$ cat src/rtl/mux_scan_pkg.sv
// Shared types and constants for the 4:1 mux scan sequencer.
// Channel count, select width and the scan FSM state encoding live here.
package mux_scan_pkg;

  localparam int unsigned N_CH  = 4;
  localparam int unsigned SEL_W = 2;

  typedef logic [SEL_W-1:0] ch_idx_t;

  typedef enum logic [1:0] {
    S_IDLE,
    S_SETTLE,
    S_SAMPLE,
    S_DONE
  } state_e;

endpackage

$ cat src/rtl/mux_scan_next_ch.sv
// Combinational next-enabled-channel finder: lowest set mask bit when starting,
// otherwise the lowest set bit strictly above the current channel.
module mux_scan_next_ch
  import mux_scan_pkg::*;
(
  input  logic [N_CH-1:0] mask_i,
  input  ch_idx_t         cur_i,
  input  logic            from_start_i,
  output ch_idx_t         nxt_o,
  output logic            found_o
);

  // Walk downwards so the last qualifying hit is the lowest index.
  always_comb begin
    nxt_o   = '0;
    found_o = 1'b0;
    for (int unsigned k = N_CH; k > 0; k--) begin
      if (mask_i[k-1] && (from_start_i || ((k - 1) > 32'(cur_i)))) begin
        nxt_o   = ch_idx_t'(k - 1);
        found_o = 1'b1;
      end
    end
  end

endmodule

$ cat src/rtl/mux_scan_ctrl.sv
// Scan sequencer around a 4:1 mux: steps the selects over enabled channels,
// waits SETTLE cycles on each, samples f, and reports a 4-bit snapshot.
module mux_scan_ctrl
  import mux_scan_pkg::*;
#(
  parameter int unsigned SETTLE = 2,
  parameter int unsigned CNT_W  = 4
) (
  input  logic            clk,
  input  logic            rst_n,
  input  logic            start,
  input  logic            abort,
  input  logic [N_CH-1:0] ch_mask,
  input  logic            f,
  output logic            s0,
  output logic            s1,
  output logic            busy,
  output logic            done,
  output logic [N_CH-1:0] sample,
  output logic [N_CH-1:0] valid_mask
);

  localparam logic [CNT_W-1:0] CNT_LOAD = CNT_W'(SETTLE - 1);

  state_e            state_q, state_d;
  logic [CNT_W-1:0]  cnt_q, cnt_d;
  ch_idx_t           sel_q, sel_d;
  logic [N_CH-1:0]   sample_q, sample_d;
  logic [N_CH-1:0]   vmask_q, vmask_d;

  logic [N_CH-1:0]   nc_mask;
  logic              nc_from_start;
  ch_idx_t           nc_nxt;
  logic              nc_found;

  // In IDLE the live ch_mask is searched; mid-scan the latched copy is used.
  assign nc_from_start = (state_q == S_IDLE);
  assign nc_mask       = nc_from_start ? ch_mask : vmask_q;

  mux_scan_next_ch u_next_ch (
    .mask_i       (nc_mask),
    .cur_i        (sel_q),
    .from_start_i (nc_from_start),
    .nxt_o        (nc_nxt),
    .found_o      (nc_found)
  );

  always_comb begin
    state_d  = state_q;
    cnt_d    = cnt_q;
    sel_d    = sel_q;
    sample_d = sample_q;
    vmask_d  = vmask_q;

    case (state_q)
      S_IDLE: begin
        if (start) begin
          sample_d = '0;
          vmask_d  = ch_mask;
          if (nc_found) begin
            sel_d   = nc_nxt;
            cnt_d   = CNT_LOAD;
            state_d = S_SETTLE;
          end else begin
            state_d = S_DONE;
          end
        end
      end

      S_SETTLE: begin
        if (abort) begin
          sel_d   = '0;
          vmask_d = '0;
          state_d = S_IDLE;
        end else if (cnt_q == '0) begin
          state_d = S_SAMPLE;
        end else begin
          cnt_d = cnt_q - 1'b1;
        end
      end

      S_SAMPLE: begin
        if (abort) begin
          sel_d   = '0;
          vmask_d = '0;
          state_d = S_IDLE;
        end else begin
          sample_d[sel_q] = f;
          if (nc_found) begin
            sel_d   = nc_nxt;
            cnt_d   = CNT_LOAD;
            state_d = S_SETTLE;
          end else begin
            sel_d   = '0;
            state_d = S_DONE;
          end
        end
      end

      S_DONE: begin
        state_d = S_IDLE;
      end

      default: begin
        sel_d   = '0;
        state_d = S_IDLE;
      end
    endcase
  end

  always_ff @(posedge clk or negedge rst_n) begin
    if (!rst_n) begin
      state_q  <= S_IDLE;
      cnt_q    <= '0;
      sel_q    <= '0;
      sample_q <= '0;
      vmask_q  <= '0;
    end else begin
      state_q  <= state_d;
      cnt_q    <= cnt_d;
      sel_q    <= sel_d;
      sample_q <= sample_d;
      vmask_q  <= vmask_d;
    end
  end

  assign s0         = sel_q[0];
  assign s1         = sel_q[1];
  assign busy       = (state_q == S_SETTLE) || (state_q == S_SAMPLE);
  assign done       = (state_q == S_DONE);
  assign sample     = sample_q;
  assign valid_mask = vmask_q;

endmodule

$ cat config.mk
export PLATFORM = sky130hd
export DESIGN_NAME = mux_scan_ctrl
export DESIGN_NICKNAME = d
export VERILOG_FILES = /design/src/rtl/mux_scan_pkg.sv /design/src/rtl/mux_scan_next_ch.sv /design/src/rtl/mux_scan_ctrl.sv
export SDC_FILE = /design/constraint.sdc
export NUM_CORES = 1
export LEC_CHECK = 0
export BUFFER_PORTS_ARGS = -buffer_cell sky130_fd_sc_hd__buf_4
export CAP_MARGIN = 20
export CORE_MARGIN = 2
export CORE_UTILIZATION = 32
export DETAILED_ROUTE_END_ITERATION = 12
export MAX_ROUTING_LAYER = met4
export PLACE_DENSITY = 0.63
export SKIP_CTS_REPAIR_TIMING = 1
export SYNTH_ARGS = -nofsm -noshare
export SYNTH_HDL_FRONTEND = slang
export SYNTH_HIERARCHICAL = 1
export SYNTH_SLANG_ARGS = --single-unit
$ cat constraint.sdc
create_clock -name clk -period 4.2 [get_ports clk]
set_input_delay 1.05 -clock clk [delete_from_list [all_inputs] [get_ports clk]]
set_output_delay 1.05 -clock clk [all_outputs]
set_load 0.01 [all_outputs]
Word level (Yosys, flattened, before mapping). Index checks and enable logic that the tools add are counted.

Multiplexer cells: 36. $add $sub $neg: 1. Eq/ne operators: 11. $lt $le $gt $ge: 5. Reduce and logical (&&, ||, !) cells: 20.

Operator list (number): 4-bit two-way mux (10); 2-bit two-way mux (14); 4-bit case mux with 2 select lines (2); 4-bit case mux with 3 select lines (1); 2-bit inequality test (second input constant) (5); 2-bit case mux with 4 select lines (1); 2-bit case mux with 3 select lines (1); 3-bit AND reduction (2); 1-bit logical AND (5); 1-bit two-way mux (5); 5-bit AND reduction (1); 4-bit bitwise mux (1); 2-bit == test (second input constant) (2); 2-bit greater-than comparator (first input constant) (2); 4-bit zero test (1); 1-bit logical OR (4); 2-bit by 1-bit inequality test with 1-bit output (second input constant) (2); 4-bit AND reduction (1); 2-bit nonzero test (2); 4-bit by 1-bit subtractor with 4-bit output (second input constant) (1); 2-bit by 3-bit less-than comparator with 1-bit output (second input constant) (1); 3-bit inequality test (second input constant) (1); 3-bit nonzero test (1); 1-bit demux with 2-bit select (1); other kinds (6) (6).

Word-level logic and storage cells: 78. Bits in registers: 16. Output and inout port bits: 12. Input port bits: 9.

Depth between registers and ports, before layout. Gate-level depths: netlist of the first run.

Word-level depth: 10. Gate-level depth with buffers: 11. Depth with buffers taken out: 10.

Cells and area by module. Netlist of the first run, hierarchy kept.

By module, submodules not included: mux_scan_ctrl (area each 1036.0 µm², cells an instance 102, instances 1, sequential area each 400.4 µm²); mux_scan_next_ch (area each 93.8 µm², cells an instance 16, instances 1, sequential area each 0.0 µm²).

Least setup slack after synthesis of the first run. Ideal clock, no wire load.

Path kind: in2reg. Start point: input port ch_mask[1]. End point: register sel_q[0]. Required time: 4079 ps. Path slack: 1767 ps. Stages on the path: 6. Setup time: 121 ps. Arrival: 2312 ps. Buffers on the path: 0. Cells stage by stage: mux2_2 > a21oi_1 > o21ai_0 > inv_1 > a2111o_1 > a22o_1.

Cells in the longest elaborated chain, start to end: 7. Elaborated cells between the ends (all ways): 13. Those cells by class: 1 x eq/ne; 10 x mux; 2 x reduce/logical.

Ends and longest elaborated chain: start, declared (RTL line mux_scan_ctrl.sv:13) `input logic [N_CH-1:0] ch_mask,`; 4-bit two-way mux (*) (RTL line mux_scan_ctrl.sv:38) `assign nc_mask = nc_from_start ? ch_mask : vmask_q;`; 1-bit logical AND (*) (RTL line mux_scan_next_ch.sv:18) `if (mask_i[k-1] && (from_start_i || ((k - 1) > 32'(cur_i)))) begin`; 1-bit two-way mux (*) (2 in a row) (RTL line mux_scan_next_ch.sv:18); via nc_found (RTL line mux_scan_ctrl.sv:34) `logic nc_found;`; 2-bit two-way mux (RTL line mux_scan_ctrl.sv:89) `if (nc_found) begin`; 2-bit two-way mux (RTL line mux_scan_ctrl.sv:83) `if (abort) begin`; 2-bit case mux with 3 select lines (RTL line mux_scan_ctrl.sv:55) `case (state_q)`; end signal, assigned (RTL line mux_scan_ctrl.sv:121) `sel_q <= sel_d;`; end, declared (RTL line mux_scan_ctrl.sv:27) `ch_idx_t sel_q, sel_d;`.

Mark *: on every way through the listed nets, which the timed path passes. The rest lies on a longest branch. The select of a mux whose other input is x is not followed. A chain may end at the register's enable or synchronous reset.

Worst setup path after layout of the first run.
Start point: register state_q[0]. End point: register sel_q[1].

Elaborated cells between the ends (all ways): 29. Those cells by class: 5 x eq/ne; 14 x mux; 10 x reduce/logical.

RTL lines: start, declared (RTL line mux_scan_ctrl.sv:25) `state_e state_q, state_d;`; start signal, assigned (RTL line mux_scan_ctrl.sv:119) `state_q <= state_d;`; 2-bit zero test (*) (RTL line mux_scan_ctrl.sv:37) `assign nc_from_start = (state_q == S_IDLE);`; via nc_from_start (RTL line mux_scan_ctrl.sv:32) `logic nc_from_start;`; 4-bit two-way mux (*) (RTL line mux_scan_ctrl.sv:38); via nc_mask[1] (RTL line mux_scan_ctrl.sv:31) `logic [N_CH-1:0] nc_mask;`; 1-bit logical AND (*) (RTL line mux_scan_next_ch.sv:18); 1-bit two-way mux (*) (2 in a row) (RTL line mux_scan_next_ch.sv:18); via nc_found (RTL line mux_scan_ctrl.sv:34); 2-bit two-way mux (RTL line mux_scan_ctrl.sv:89); 2-bit two-way mux (RTL line mux_scan_ctrl.sv:83); 2-bit case mux with 3 select lines (RTL line mux_scan_ctrl.sv:55).

Marks and branches as above.

==> impl_results.md, run 1 <==
- Status: finished clean
- Inserted Diodes: 0
- Endpoint class of the critical path: flip-flop
- Synth warn: 6
- Fmax: roughly 360 MHz
- Min cycle time layout: between 2000 and 3000 ps
- Via count: 950
- Leakage: 0.625 nW
- Top cells by count, synth: dfrtp_1, inv_1, o21ai_0
- Tot GR Track Use: 0.134
- Residual DRC count: 0
- Top_reg_cell synth: dfrtp_1
- Synth cell types: 38
- Mapped cell area: about 1100 sq um
- Worst slew margin relative to its limit: 0.656
- Ranking of synthesized cells by area: dfrtp_1, ha_1, mux2_2
- Post-Synth XOR/XNOR Area: 0
- Vias in the first global route: between 800 and 900
- Router iterations before antenna repair: 4
- Register area: about 400 sq um
- VDD IR max: between 300 and 400 uV
- Final #Nets: between 150 and 200
- Setup Total Neg Slack: 0 ps
- Worst r2r path cells: 8
- FF-to-FF End: sel_q[1]$_DFFE_PN0P_
- Crit path required time: about 4400 ps
- Seq/Total Area, Yosys: 0.354
- Core ar.: 3360 sq um
- Die width: roughly 63 microns
- Post-synth EDFFs: 0
- #FFs+latches synth: 16
- Final cell count without fillers: 184
- Critical path peak fanout: 14
- Count leader, synth: dfrtp_1
- Largest net degree at the start of global routing: 17
- Simple-gate share of the synthesized area: 0.194
- IO Pins: 21
- HPWL Detailed: around 1800 microns
- Final ANT Viol Nets: 0
- Pwr dens: approximately 690 nW/um^2
- Htree depth: 1
- Drt wl/cell: roughly 13 microns
- Cell taking the most area after synthesis: dfrtp_1
- Placer Congestion: 0.765
- Worst Tran Pin Value: just over 500 ps
- DR vias/cell: 5.16
- Nature of the critical path startpoint: flip-flop
- Worst R2R Start: state_q[0]$_DFFE_PN0P_
- Final slew viol count: 0
- Main combinational cell family by area after synthesis: compound AO/OA/AOI/OAI gates
- Area Overhead vs Synth: 18.5%
- Initial Util: 0.336
- Final period utilization: 0.655
- Synth Area in Compound Gates: 0.243
- Hold Path Sink: sample[2]$_DFFE_PN0P_
- Clock sink count: 16
- Hold Vio Cnt, Final: 0
- Row count: 21
- Mux cell area share after synthesis: 0.0764
- Syn avg cell area: roughly 9.6 sq um
- Setup Crit Path Kind: reg -> reg
- Ratio of cells with drive above 1 in the final layout: 0.239
- Post-layout util: 0.398
- Hold Crit Start: sample[2]$_DFFE_PN0P_
- IO buf count: 20
- Filler Cell Count: about 370
- CTS tree: done
- Initial antenna violation count: 0
- Synthesized instance count: around 120
- CTS clk-pin slew, worst paths: around 100 ps
- Remaining global-route overflow: 0
- TritonCTS Buffers: 3
- Final setup margin: 1450 ps
- Async SR Flop Fraction: 1.00
- R2r setup slk: about 1400 ps
- Total Die Area: about 4000 sq um
- Area share of fa/ha/maj cells after synthesis: 0.0775
- Final setup fails: 0
- Starting DRC count in detailed routing: 32
- Tightest Hold Check Type: reg -> reg
- RSZ-0062 raised after global routing: false
- Clock Root Buffer: clkbuf_4
- Clk Latency, worst-skew pair: approximately 290 ps
- Total of max-cap violations: 0
- Clock buffer depth: 2
- Worst hold path depth: 1
- Arrival @ worst endpoint: roughly 3000 ps
- WL final: between 2000 and 2500 microns
- DP Worst Slack: between 1000 and 1500 ps
- Area share of the largest cell type after synthesis: 0.354
- Die Height: about 63 microns
- Multi-input gate area: 667 sq um
- Wire length of the first global-routing pass: 4130 microns
- Synth Net Count: around 130
- Setup Skew: about 4.3 ps
- Placed Instances: about 180
[worst max-delay path, cell delays in order, from the launching register on]
cell and delay (ps):
dfrtp_1 430, inv_1 140, ha_1 500, mux2_2 310, a21oi_1 90, o21ai_0 370
inv_1 140, a2111o_1 430, a22o_1 240
[metal layers]
| layer | track usage | vias up | share of wire |
|---|---|---|---|
| met5 | - | - | 0 |
| met4 | 0.0408 | 0 | 0.0097 |
| met3 | 0.0268 | 4 | 0.043 |
| met2 | 0.207 | 25 | 0.45 |
| met1 | 0.177 | 447 | 0.49 |
| li1 | - | 474 | - |
[registers in the layout, indices dropped and copies added, names as in the netlist]
signal / count
cnt_q: 4
valid_mask: 4
sel_q: 2
state_q: 2
sample: 4
[final cells by class]
cell class	count	area share
tap	46	0.0430
multi-input combinational	88	0.498
inverter	11	0.0308
timing repair buffer	20	0.112
clock buffer	3	0.0168
sequential	16	0.299
[through the flow]
step           hold WS [ps]  total power [mW]  area [sq um]
3_3_place_gp            493             0.835          1320
5_1_grt                 544              1.01          1340
4_1_cts                 520             0.931          1340
2_1_floorplan           467             0.703          1130
6_report                520             0.927          1340
3_5_place_dp            499             0.846          1320
[worst max-delay path by stage]
stage / from / end
3_3_place_gp: ch_mask[1] / sel_q[1]$_DFFE_PN0P_
4_1_cts: state_q[0]$_DFFE_PN0P_ / sel_q[1]$_DFFE_PN0P_
3_5_place_dp: state_q[0]$_DFFE_PN0P_ / sel_q[0]$_DFFE_PN0P_
5_1_grt: state_q[0]$_DFFE_PN0P_ / sel_q[0]$_DFFE_PN0P_
2_1_floorplan: ch_mask[1] / sel_q[0]$_DFFE_PN0P_
6_report: state_q[0]$_DFFE_PN0P_ / sel_q[1]$_DFFE_PN0P_
[where the power goes]
part           switching [mW]  total [mW]  internal, mW
Combinational           0.307       0.591         0.284
Clock                  0.0498      0.0831        0.0334
Sequential             0.0530       0.252         0.199
[cells in the final DEF, fill, tap and decap left out, types with 4 or more instances in the layout]
cell type / count
a21oi_1: 5
buf_4: 20
dfrtp_1: 16
ha_1: 7
inv_1: 11
mux2_2: 5
nand2_1: 7
nand2b_1: 5
nand4b_1: 4
nor2_1: 7
o21ai_0: 10
[logic make-up (layout without fill, tap and decap cells)]
kind of cell | after synthesis | count (layout)
AO/OA/AOI/OAI | 37 | 37
AND/OR/NAND/NOR | 36 | 36
flip-flops | 16 | 16
buffers and inverters | 14 | 34
multiplexers | 8 | 8
adder cells (fa/ha/maj) | 7 | 7
No activity file was read; power rests on OpenSTA's default activity.
==> run 2, diff against run 1 <==
Settings changed: PLACE_DENSITY 0.63 to 0.65.
Clock period 4.2 ns to 2.51 ns, I/O delays scaled along.
==> impl_results.md, run 2 (same netlist as run 1, synthesis figures left out) <==
- IO Pins: 21
- Pwr dens: around 1200 nW/um^2
- HPWL Detailed: approximately 1900 microns
- Min cycle time layout: between 2000 and 2500 ps
- Wire length of the first global-routing pass: between 4000 and 5000 microns
- Placer Congestion: about 0.8
- Clock Root Buffer: clkbuf_4
- DP Worst Slack: ~32 ps
- Router iterations before antenna repair: 4
- Remaining global-route overflow: 0
- CTS tree: done
- Final ANT Viol Nets: 0
- Final slew viol count: 0
- CTS clk-pin slew, worst paths: about 110 ps
- TritonCTS Buffers: 3
- Tightest Hold Check Type: in -> async
- Tot GR Track Use: 0.144
- Setup Skew: ~12 ps
- Final setup fails: 0
- Arrival @ worst endpoint: 2490 ps
- Final #Nets: roughly 160
- Leakage: between 0.6 and 0.7 nW
- Total of max-cap violations: 0
- Hold Vio Cnt, Final: 0
- FF-to-FF End: sel_q[1]$_DFFE_PN0P_
- VDD IR max: around 380 uV
- Drt wl/cell: between 10 and 15 microns
- Clk Latency, worst-skew pair: slightly below 300 ps
- Core ar.: between 3000 and 4000 sq um
- Clock buffer depth: 2
- Crit path required time: 2690 ps
- RSZ-0062 raised after global routing: false
- Ratio of cells with drive above 1 in the final layout: 0.270
- Htree depth: 1
- Initial Util: 0.336
- Most common cell after layout, fill and taps aside: buf_4
- WL final: ~2600 microns
- Flop pwr share: 0.253
- Commonest non-fill, non-tap cells in the layout: buf_4, dfrtp_1, inv_1
- Critical path peak fanout: 8
- Worst slew margin relative to its limit: 0.725
- Die Height: ~63 microns
- Post-Layout Inst Area: 1380 sq um
- Worst R2R Start: state_q[0]$_DFFE_PN0P_
- Residual DRC count: 0
- Largest net degree at the start of global routing: 17
- Sw Share: 0.443
- Setup Crit Path Kind: reg -> reg
- Worst Tran Pin Value: 409 ps
- Inserted Diodes: 0
- Total Die Area: approximately 4000 sq um
- Via count: 1006
- Gate power share: 0.660
- Clock sink count: 16
- Status: finished clean
- Final setup margin: between 200 and 250 ps
- Die width: roughly 63 microns
- Endpoint class of the critical path: flip-flop
- Nature of the critical path startpoint: flip-flop
- Pwr Total: around 1.6 mW
- Int Power: roughly 900 uW
- R2r setup slk: between 200 and 250 ps
- Placed cell area: roughly 1300 sq um
- Area Overhead vs Synth: 21.8%
- Fmax: 433 MHz
- Initial antenna violation count: 0
- Net Sw Power: roughly 730 uW
- Final period utilization: 0.920
- Starting DRC count in detailed routing: 23
- Hold_ws: ~170 ps
- Vias in the first global route: between 900 and 1000
- Worst r2r path cells: 10
- Row count: 21
- DR vias/cell: about 5.4
- Clock power frac: 0.087
- IO buf count: 20
## run 2: cell types whose count changed in the layout (fill, tap and decap cells not counted), sizes merged
| cell | before | now |
|---|---|---|
| buf | 20 | 23 |
## run 2: per-layer routing
| metal | track usage | wire [microns] | vias up |
|---|---|---|---|
| li1 | - | - | 479 |
| met1 | 0.185 | 1210 | 508 |
| met2 | 0.237 | 1290 | 19 |
| met3 | 0.0179 | 76 | 0 |
| met4 | 0.0435 | 0 | 0 |
| met5 | - | 0 | - |
## run 2: worst max-delay path by stage
stage                     slack [ps]                   end                   start
after CTS                         -8  cnt_q[2]$_DFFE_PN0P_  state_q[0]$_DFFE_PN0P_
after global routing              20  cnt_q[2]$_DFFE_PN0P_  state_q[0]$_DFFE_PN0P_
after global placement           110  cnt_q[2]$_DFFE_PN0P_  state_q[0]$_DFFE_PN0P_
final                            200  sel_q[1]$_DFFE_PN0P_  state_q[0]$_DFFE_PN0P_
after floorplan                  180  sel_q[0]$_DFFE_PN0P_  state_q[0]$_DFFE_PN0P_
after detailed placement          30  cnt_q[2]$_DFFE_PN0P_  state_q[0]$_DFFE_PN0P_
## run 2: area by class of cell
cell class,instances,area (sq um)
clock buffers,3,22.5
flip-flops and latches,16,400
inverters,11,41.3
repair buffers,23,173
well taps,46,57.6
fillers,357,1990
multi-input cells,88,682
## run 2: power by group through the flow
stage	clock network, mW	registers [mW]	logic, mW
after detailed placement	0	0.420	1.04
after global routing	0.157	0.431	1.19
after floorplan	0	0.424	0.753
after global placement	0	0.416	1.01
final	0.142	0.414	1.08
after CTS	0.145	0.415	1.05
## run 2: through the flow
stage | instances | setup TNS, ps | utilization
after floorplan | 118 | 0 | -
after CTS | 187 | -13.7 | 0.405
after global placement | 184 | 0 | 0.398
final | 187 | 0 | 0.409
after detailed placement | 184 | 0 | 0.398
after global routing | 187 | 0 | 0.409
## run 2: critical path, stage by stage (launching register included)
cell and delay, ps:
dfrtp_1 430, inv_1 130, ha_4 200, mux2_2 380
nor2_1 110, a2bb2oi_1 200, o21ai_1 170, inv_1 140
a2111o_1 200, a21oi_2 50, a22o_1 180
